[src/rtl/ledgame_pkg.sv]
// Shared types and helpers for the four-LED toggle game.
// Optional macro: AUTOPLAY_VERIFY_EN (final LED check in autoplay).
package ledgame_pkg;

  localparam int LED_COUNT       = 4;
  localparam int GAP_CYCLES_DEF  = 50_000_000;

  typedef enum logic [2:0] {
    AP_IDLE,
    AP_SOLVE,
    AP_PRESS,
    AP_GAP,
    AP_CHECK,
    AP_DONE,
    AP_FAIL
  } ap_state_e;

  // Button j toggles LED j and LED j-1 (wrapping).
  function automatic logic [LED_COUNT-1:0] toggle_mask(input int j);
    logic [LED_COUNT-1:0] m;
    m = '0;
    m[j % LED_COUNT] = 1'b1;
    m[(j + LED_COUNT - 1) % LED_COUNT] = 1'b1;
    return m;
  endfunction

  function automatic logic [2:0] popcnt4(input logic [3:0] v);
    return 3'(v[0]) + 3'(v[1]) + 3'(v[2]) + 3'(v[3]);
  endfunction

  // Isolate the lowest set bit (two's-complement trick).
  function automatic logic [3:0] lowest_bit(input logic [3:0] v);
    return v & (~v + 4'd1);
  endfunction

endpackage

[src/rtl/lights_solver.sv]
// Combinational GF(2) solver: press vector that lights all LEDs.
// Picks the lower-popcount of the two solutions, ties go to x[0]=0.
module lights_solver
  import ledgame_pkg::*;
(
  input  logic [LED_COUNT-1:0] led,
  output logic [LED_COUNT-1:0] x,
  output logic                 solvable
);

  logic [LED_COUNT-1:0] d;
  logic [LED_COUNT-1:0] a;
  logic [LED_COUNT-1:0] b;

  // Chain x[k+1] = x[k] ^ d[k] from x[0]=0; complement is the other root.
  always_comb begin
    d = ~led;
    a = '0;
    for (int k = 0; k < LED_COUNT - 1; k++) begin
      a[k+1] = a[k] ^ d[k];
    end
    b = ~a;
    solvable = ~^d;
    x = (popcnt4(b) < popcnt4(a)) ? b : a;
  end

endmodule

[src/rtl/autoplay_sequencer.sv]
// Auto-solve driver: captures LEDs, solves, replays spaced presses.
// Optional macro: AUTOPLAY_VERIFY_EN (CHECK compares live led to all-lit).
module autoplay_sequencer
  import ledgame_pkg::*;
#(
  parameter int GAP_CYCLES = GAP_CYCLES_DEF
) (
  input  logic                 clk,
  input  logic                 rst,
  input  logic                 start,
  input  logic [LED_COUNT-1:0] led,
  output logic [LED_COUNT-1:0] press,
  output logic                 busy,
  output logic                 done,
  output logic                 fail
);

  localparam int CW = $clog2(GAP_CYCLES + 1);

  ap_state_e            state_q, state_d;
  logic [LED_COUNT-1:0] cap_q, cap_d;
  logic [LED_COUNT-1:0] x_q, x_d;
  logic                 solv_q, solv_d;
  logic [LED_COUNT-1:0] cur_q, cur_d;
  logic [CW-1:0]        cnt_q, cnt_d;
  logic [LED_COUNT-1:0] press_q, press_d;
  logic                 busy_q, busy_d;
  logic                 done_q, done_d;
  logic                 fail_q, fail_d;

  logic [LED_COUNT-1:0] sol_x;
  logic                 sol_ok;
  logic [LED_COUNT-1:0] pend;

  lights_solver u_solver (
    .led      (cap_q),
    .x        (sol_x),
    .solvable (sol_ok)
  );

  // Presses still to issue: bits of x strictly above the current one.
  assign pend = x_q & ~((cur_q << 1) - 4'd1);

  // Next-state and registered-output logic.
  always_comb begin
    state_d = state_q;
    cap_d   = cap_q;
    x_d     = x_q;
    solv_d  = solv_q;
    cur_d   = cur_q;
    cnt_d   = cnt_q;
    press_d = '0;
    busy_d  = busy_q;
    done_d  = done_q;
    fail_d  = fail_q;
    unique case (state_q)
      AP_IDLE: begin
        if (start) begin
          cap_d   = led;
          done_d  = 1'b0;
          fail_d  = 1'b0;
          busy_d  = 1'b1;
          state_d = AP_SOLVE;
        end
      end
      AP_SOLVE: begin
        x_d    = sol_x;
        solv_d = sol_ok;
        if (!sol_ok) begin
          state_d = AP_FAIL;
        end else if (sol_x == '0) begin
          state_d = AP_CHECK;
        end else begin
          cur_d   = lowest_bit(sol_x);
          press_d = lowest_bit(sol_x);
          state_d = AP_PRESS;
        end
      end
      AP_PRESS: begin
        cnt_d   = '0;
        state_d = AP_GAP;
      end
      AP_GAP: begin
        if (cnt_q == CW'(GAP_CYCLES - 1)) begin
          cnt_d = '0;
          if (pend != '0) begin
            cur_d   = lowest_bit(pend);
            press_d = lowest_bit(pend);
            state_d = AP_PRESS;
          end else begin
            state_d = AP_CHECK;
          end
        end else begin
          cnt_d = cnt_q + 1'b1;
        end
      end
      AP_CHECK: begin
`ifdef AUTOPLAY_VERIFY_EN
        state_d = (solv_q && led == '1) ? AP_DONE : AP_FAIL;
`else
        state_d = solv_q ? AP_DONE : AP_FAIL;
`endif
      end
      AP_DONE: begin
        done_d  = 1'b1;
        busy_d  = 1'b0;
        state_d = AP_IDLE;
      end
      AP_FAIL: begin
        fail_d  = 1'b1;
        busy_d  = 1'b0;
        state_d = AP_IDLE;
      end
      default: state_d = AP_IDLE;
    endcase
  end

  // State and output registers; reset aborts any sequence at once.
  always_ff @(posedge clk or negedge rst) begin
    if (!rst) begin
      state_q <= AP_IDLE;
      cap_q   <= '0;
      x_q     <= '0;
      solv_q  <= 1'b0;
      cur_q   <= '0;
      cnt_q   <= '0;
      press_q <= '0;
      busy_q  <= 1'b0;
      done_q  <= 1'b0;
      fail_q  <= 1'b0;
    end else begin
      state_q <= state_d;
      cap_q   <= cap_d;
      x_q     <= x_d;
      solv_q  <= solv_d;
      cur_q   <= cur_d;
      cnt_q   <= cnt_d;
      press_q <= press_d;
      busy_q  <= busy_d;
      done_q  <= done_d;
      fail_q  <= fail_d;
    end
  end

  assign press = press_q;
  assign busy  = busy_q;
  assign done  = done_q;
  assign fail  = fail_q;

endmodule

[config.mk]
export PLATFORM = sky130hd
export DESIGN_NAME = autoplay_sequencer
export DESIGN_NICKNAME = d
export VERILOG_FILES = /design/src/rtl/ledgame_pkg.sv /design/src/rtl/lights_solver.sv /design/src/rtl/autoplay_sequencer.sv
export SDC_FILE = /design/constraint.sdc
export NUM_CORES = 1
export LEC_CHECK = 0
export ABC_AREA = 0
export CAP_MARGIN = 20
export CORE_MARGIN = 1
export CORE_UTILIZATION = 50
export DETAILED_ROUTE_END_ITERATION = 10
export GPL_TIMING_DRIVEN = 0
export MAX_ROUTING_LAYER = met4
export PLACE_DENSITY = 0.68
export REMOVE_ABC_BUFFERS = 1
export SYNTH_ARGS = -nofsm -noshare
export SYNTH_HDL_FRONTEND = slang
export SYNTH_HIERARCHICAL = 1
export SYNTH_SLANG_ARGS = --single-unit
[constraint.sdc]
create_clock -name clk -period 6.1 [get_ports clk]
set_input_delay 0.61 -clock clk [delete_from_list [all_inputs] [get_ports clk]]
set_output_delay 0.61 -clock clk [all_outputs]
set_load 0.02 [all_outputs]
# == Yosys cells after proc, flatten, opt, wreduce, memory -nomap -nowiden ==
# Cells that the tools add are included.
# word_totals
ff_bits,48
out_inout_bits,7
# classes
add_sub_neg,9
n_lt_le_gt_ge,1
eq_ne,12
muxes,25
n_bitwise,10
reduce_logical,16
# op_table
operator,n
$pmux W26 S2,1
$mux W3,9
$add A26 B1 Y26 const B,1
$eq A26 B26 Y1 const B,1
$mux W26,1
$mux W4,5
$not A4 Y4,5
$pmux W3 S5,1
$and A4 B4 Y4,3
$ne A2 B2 Y1 const B,5
$reduce_and A2 Y1,5
$reduce_bool A2 Y1,5
$add A3 B1 Y3,3
$eq A3 B3 Y1 const B,3
$add A4 B1 Y4 const B,2
$pmux W4 S2,1
$eq A3 B2 Y1 const B,2
$pmux W1 S2,3
$pmux W3 S2,1
$reduce_and A5 Y1,1
$add A1 B1 Y2,2
$logic_not A4 Y1,1
$reduce_bool A4 Y1,1
$reduce_xnor A4 Y1,1
other kinds (8),10

# == Depth between registers and ports, before layout ==
# logic_depth
ltp_word,15
ltp_mapped,11

# == By module ==
# Netlist, hierarchy kept.
# by_module_without_submodules
mod,instances,cells_each,area_per_inst_um2,seq_area_each_um2
autoplay_sequencer,1,266,2533.7,1176.1
lights_solver,1,18,121.4,0.0

# == Least setup slack after synthesis ==
# Ideal clock, no wire load.
# synth_path
kind,register -> register
from,reg cap_q[0]
to,reg state_q[2]
arrival_time_ps,2354
required_ps,5997
path_slack_ps,3643
stages_incl_launch_ff,11
n_path_buf,1
period_less_slack_ps,2457
path_cell_list,dfrtp_1 > buf_6 > xor2_1 > xnor2_1 > ha_1 > nor4_1 > a21oi_1 > and2_1 > nor4_1 > nor3b_1 > o41ai_2
# synth_via
elab_chain_len,11
word_cells_on_any_way,16
classes_between,add/sub (5); order compare (1); mux (4); bitwise (4); reduce/logical (2)
# synth_rtl
element,line,text
start: declaration,autoplay_sequencer.sv:21,"logic [LED_COUNT-1:0] cap_q, cap_d;"
start signal: assignment,autoplay_sequencer.sv:133,cap_q <= cap_d;
$not A4 Y4 *,lights_solver.sv:17,d = ~led;
$not A4 Y4 or $xor A1 B1 Y1 (tied branches),"lights_solver.sv:22, lights_solver.sv:20",
"$add A1 B1 Y2, or another cell as far along",ledgame_pkg.sv:28,return 3'(v[0]) + 3'(v[1]) + 3'(v[2]) + 3'(v[3]);
$add A3 B1 Y3 or $not A4 Y4 (tied branches),"ledgame_pkg.sv:28, lights_solver.sv:22",
$add A3 B1 Y3,ledgame_pkg.sv:28,
$lt A3 B3 Y1,lights_solver.sv:24,x = (popcnt4(b) < popcnt4(a)) ? b : a;
$mux W4 *,lights_solver.sv:24,
via sol_x[1],autoplay_sequencer.sv:31,logic [LED_COUNT-1:0] sol_x;
$logic_not A4 Y1 *,autoplay_sequencer.sv:71,end else if (sol_x == '0) begin
$mux W3 *,autoplay_sequencer.sv:71,
$mux W3 *,autoplay_sequencer.sv:69,if (!sol_ok) begin
$pmux W3 S5 *,autoplay_sequencer.sv:56,unique case (state_q)
end signal: assignment,autoplay_sequencer.sv:132,state_q <= state_d;
end: declaration,autoplay_sequencer.sv:20,"ap_state_e state_q, state_d;"
# Mark *: on every way through the listed nets, which the timed path passes. The rest lies on a longest branch.
# A chain may end at the register's enable or synchronous reset.

# == Worst setup path after layout ==
# layout_path
from,reg cap_q[0]
to,reg cur_q[1]
# layout_via
elab_chain_len,13
word_cells_on_any_way,22
classes_between,add/sub (6); order compare (1); eq/ne (2); mux (4); bitwise (6); reduce/logical (3)
# layout_rtl
element,line,text
$not A4 Y4 *,lights_solver.sv:17,
$not A4 Y4 or $xor A1 B1 Y1 (tied branches),"lights_solver.sv:22, lights_solver.sv:20",
"$add A1 B1 Y2, or another cell as far along",ledgame_pkg.sv:28,
$add A3 B1 Y3 or $not A4 Y4 (tied branches),"ledgame_pkg.sv:28, lights_solver.sv:22",
$add A3 B1 Y3,ledgame_pkg.sv:28,
$lt A3 B3 Y1,lights_solver.sv:24,
$mux W4 *,lights_solver.sv:24,
via sol_x[1],autoplay_sequencer.sv:31,
$not A4 Y4,--,
$add A4 B1 Y4,--,
$and A4 B4 Y4,--,
$mux W3,autoplay_sequencer.sv:71,
$mux W3,autoplay_sequencer.sv:69,
$pmux W3 S2,autoplay_sequencer.sv:56,
end signal: assignment,autoplay_sequencer.sv:136,cur_q <= cur_d;
end: declaration,autoplay_sequencer.sv:24,"logic [LED_COUNT-1:0] cur_q, cur_d;"
# Mark *: on every way through the listed nets, which the timed path passes. The rest lies on a longest branch. The select of a mux whose other input is x is not followed.

==> flow_summary.rst <==
.. list-table::
   :header-rows: 1

   * - Metric
     - Value
   * - Slowest stage cell, crit path
     - sky130_fd_sc_hd__nor4_1
   * - Startpoint of the worst register-to-register path
     - cap_q[0]$_DFFE_PN0P_
   * - TritonCTS clock tree
     - done
   * - Most common cell in the synthesized netlist
     - sky130_fd_sc_hd__dfrtp_1
   * - DR WL/cell
     - 15.4 um
   * - Flops & latches, synth
     - 47
   * - Pin count of the biggest net entering global routing
     - 28
   * - Via count of the first global-routing pass
     - 1987
   * - RSZ-0062 raised after global routing
     - false
   * - Hold Crit Class
     - in -> async
   * - Cell type contributing the most total cell area after synthesis
     - sky130_fd_sc_hd__dfrtp_1
   * - Netlist Area Pre-Place
     - 2660 sq um
   * - Antenna diode count
     - 0
   * - LEAKAGE
     - 1.32 nW
   * - Total clock buffers created by CTS
     - 5
   * - Area Overhead vs Synth
     - 10.1%
   * - Post-synth EDFFs
     - 0
   * - H-tree depth reported by CTS
     - 2
   * - Setup Fix Bufs, Post-CTS
     - 0
   * - Register-to-Register Setup Slack
     - 3.31 ns
   * - Max Clk Rate
     - 358 MHz
   * - Post-detailed-routing wire length
     - 5.57 mm
   * - Number of resized instances in the post-cts repair step
     - 0
   * - Num Clock Sinks
     - 47
   * - Arr. time, crit path
     - 3.04 ns
   * - Clock Root Buffer
     - sky130_fd_sc_hd__clkbuf_8
   * - Drc violations
     - 0
   * - Clock period minus final worst setup slack
     - 2.79 ns
   * - Outcome
     - complete, no violations
   * - Input/output buffers
     - 13
   * - Sequential cell area fraction in the yosys report
     - 44.3%
   * - Number of iterations in the first detailed-routing pass
     - 4
   * - Setup crit end kind
     - flop
   * - Accumulated negative setup slack
     - 0 ns
   * - Fraction of final layout cells sized beyond drive strength 1
     - 10.3%
   * - Starting density of the core
     - 52.0%
   * - Count of unique library cells instantiated by Yosys
     - 50
   * - Layout Skew
     - 0.0109 ns
   * - Core footprint
     - 5110 sq um
   * - Combined global-route utilization of all metal layers
     - 22.6%
   * - Top cell family by delay on the critical path
     - simple AND/OR/NAND/NOR gates
   * - Number of vias after detailed routing
     - 2184
   * - Insertion delay of the later-clocked pin in the worst-skew pair
     - 0.31 ns
   * - Top post-synthesis cells by count
     - sky130_fd_sc_hd__dfrtp_1 (47), sky130_fd_sc_hd__nand2_1 (26), sky130_fd_sc_hd__a21oi_1 (24), sky130_fd_sc_hd__a31oi_1 (24), sky130_fd_sc_hd__nor2_1 (21)
   * - Critical-path cell list
     - xor2_1, xnor2_1, ha_1, nor4_1, a21oi_1, and2_1, nor4_1, nor2_1, o2bb2ai_2, a221o_1
   * - Count of hold buffers inserted by post-cts repair
     - 0
   * - Yosys warning total
     - 6
   * - Worst slew margin
     - 30.9%
   * - IR Drop Worst-Case VDD
     - 130 uV
   * - Worst R2R End
     - cur_q[1]$_DFFE_PN0P_
   * - Final ANT Viol Nets
     - 0
   * - Fin. Hold Viols
     - 0
   * - Number of I/O pins
     - 14
   * - Max Cap Violations
     - 0
   * - Synth Flop Type
     - sky130_fd_sc_hd__dfrtp_1
   * - CP Data Required Time
     - 6.34 ns
   * - Tcrit/Tclk final
     - 45.8%
   * - # rows
     - 26
   * - Total power density per cell area
     - 192 nW/um^2
   * - Actual slew at the worst max-slew pin
     - 1.04 ns
   * - Gate Count Post-Synth
     - 284
   * - GPL Wtd Cong
     - 0.836
   * - Wire length of the first global-routing pass
     - 9.23 mm
   * - Congestion Overflow GR
     - 0
   * - Critical path class
     - reg -> reg
   * - Final standard cell area without fillers
     - 2920 sq um
   * - Longest individual stage delay on the worst path
     - 0.49 ns
   * - Share of flip-flops with an asynchronous set or reset after synthesis
     - 100%
   * - Post-DP Area
     - 2810 sq um
   * - Endpoints failing setup
     - 0
   * - Type of element launching the critical path
     - flop
   * - Detailed router's first-iteration violation count
     - 168
   * - Most used cell, CP
     - sky130_fd_sc_hd__nor4_1
   * - Worst r2r path cells
     - 10
   * - Final Max Tran Viols
     - 0
   * - Mean instance size in the synthesized netlist
     - 9.35 sq um
   * - Final net count
     - 300
   * - Number of buffers between clock root and the deepest sink
     - 2
   * - CP Max Fanout
     - 7
   * - Number of buffers and inverters on the critical path
     - 0
   * - Vias per inst
     - 6.05
   * - Overall die area
     - 5610 sq um
   * - Final core utilization
     - 57.2%
   * - Post-detailed-placement half-perimeter wirelength
     - 3.81 mm
   * - Yosys top cell area share
     - 44.3%
   * - Antenna violations before repair
     - 0
   * - Reg clk slew, reported paths
     - 0.09 ns
   * - DIE HEIGHT
     - 74.9 um
   * - Main area contributors after synthesis
     - sky130_fd_sc_hd__dfrtp_1 (44%), sky130_fd_sc_hd__a31oi_1 (5.7%), sky130_fd_sc_hd__a21oi_1 (4.5%)
   * - Horizontal extent of the die
     - 74.9 um
==> cell families after synthesis <==
kind of cell / Yosys count / share of synthesized area (%)
compound gates: 86 / 21.4
xor+xnor: 4 / 1.32
fa+ha+maj: 3 / 1.41
buf+inv: 23 / 4.34
flops: 47 / 44.3
mux: 10 / 4.15
simple gates: 111 / 23.1
==> per-layer routing <==
layer	up-vias	GRT usage, %	part of all wire (%)
li1	1069	-	-
met1	1062	31.6	49
met2	49	32.6	46
met3	4	4.15	4.7
met4	0	8.39	0.65
met5	-	-	0
==> layout make-up <==
type	count	area [sq um]
Fill cell	470	2180
Multi-Input combinational cell	214	1370
Sequential cell	47	1180
Timing Repair Buffer	14	145
Tap cell	70	87.6
Clock buffer	6	82.6
Clock inverter	2	35.0
Inverter	8	30.0
==> registers in the layout, summed over array words and instances (netlist names) <==
register,count
x_q,3
solv_q,1
cur_q,3
state_q,3
done,1
cnt_q,26
cap_q,4
fail,1
busy,1
press,4
==> how the worst max path moves through the flow <==
stage / slack (ns) / depth (start not counted) / start / endpoint
final: 3.31 / 10 / cap_q[0]$_DFFE_PN0P_ / cur_q[1]$_DFFE_PN0P_
after global placement: 3.05 / 1 / rst / cap_q[1]$_DFFE_PN0P_
after CTS: 3.36 / 10 / cap_q[0]$_DFFE_PN0P_ / cur_q[1]$_DFFE_PN0P_
after floorplan: 3.68 / 9 / cap_q[2]$_DFFE_PN0P_ / state_q[2]$_DFFE_PN0P_
after global routing: 3.08 / 10 / cap_q[0]$_DFFE_PN0P_ / cur_q[1]$_DFFE_PN0P_
after detailed placement: 3.38 / 10 / cap_q[0]$_DFFE_PN0P_ / cur_q[1]$_DFFE_PN0P_
==> layout by cell type, fill, tap and decap left out, types with 7 or more instances in the layout <==
cell / Yosys / layout
sky130_fd_sc_hd__a21oi_1: 24 / 24
sky130_fd_sc_hd__a31oi_1: 24 / 24
sky130_fd_sc_hd__clkdlybuf4s50_1: 0 / 12
sky130_fd_sc_hd__dfrtp_1: 47 / 47
sky130_fd_sc_hd__inv_1: 8 / 8
sky130_fd_sc_hd__mux2_2: 8 / 8
sky130_fd_sc_hd__nand2_1: 26 / 26
sky130_fd_sc_hd__nand3_1: 18 / 18
sky130_fd_sc_hd__nor2_1: 21 / 21
sky130_fd_sc_hd__o21ai_0: 7 / 7
sky130_fd_sc_hd__o21ai_1: 7 / 7
==> power by group <==
group	switching, mW	internal [mW]
Combinational	0.00659	0.00431
Sequential	0	0.311
Clock	0.107	0.133
Total	0.114	0.448
==> worst reg2reg max path, delay by kind of cell, from the launching register on <==
kind,cells,cell delay (ns)
AO/OA/AOI/OAI,3,0.47
XOR/XNOR,2,0.40
adder cells (fa/ha/maj),1,0.29
flip-flops,1,0.47
AND/OR/NAND/NOR,4,1.09
==> through the flow <==
| stage | hold WS, ns | std cells | power, mW | worst slack [ns] |
|---|---|---|---|---|
| 6_report | 0.250 | 361 | 0.562 | 3.31 |
| 4_1_cts | 0.262 | 361 | 0.568 | 3.36 |
| 5_1_grt | 0.286 | 361 | 0.581 | 3.08 |
| 3_3_place_gp | 0.474 | 352 | 0.328 | 3.05 |
| 2_1_floorplan | 0.314 | 269 | 0.318 | 3.68 |
| 3_5_place_dp | 0.470 | 353 | 0.329 | 3.38 |
Power figures use the tool's default switching activity.
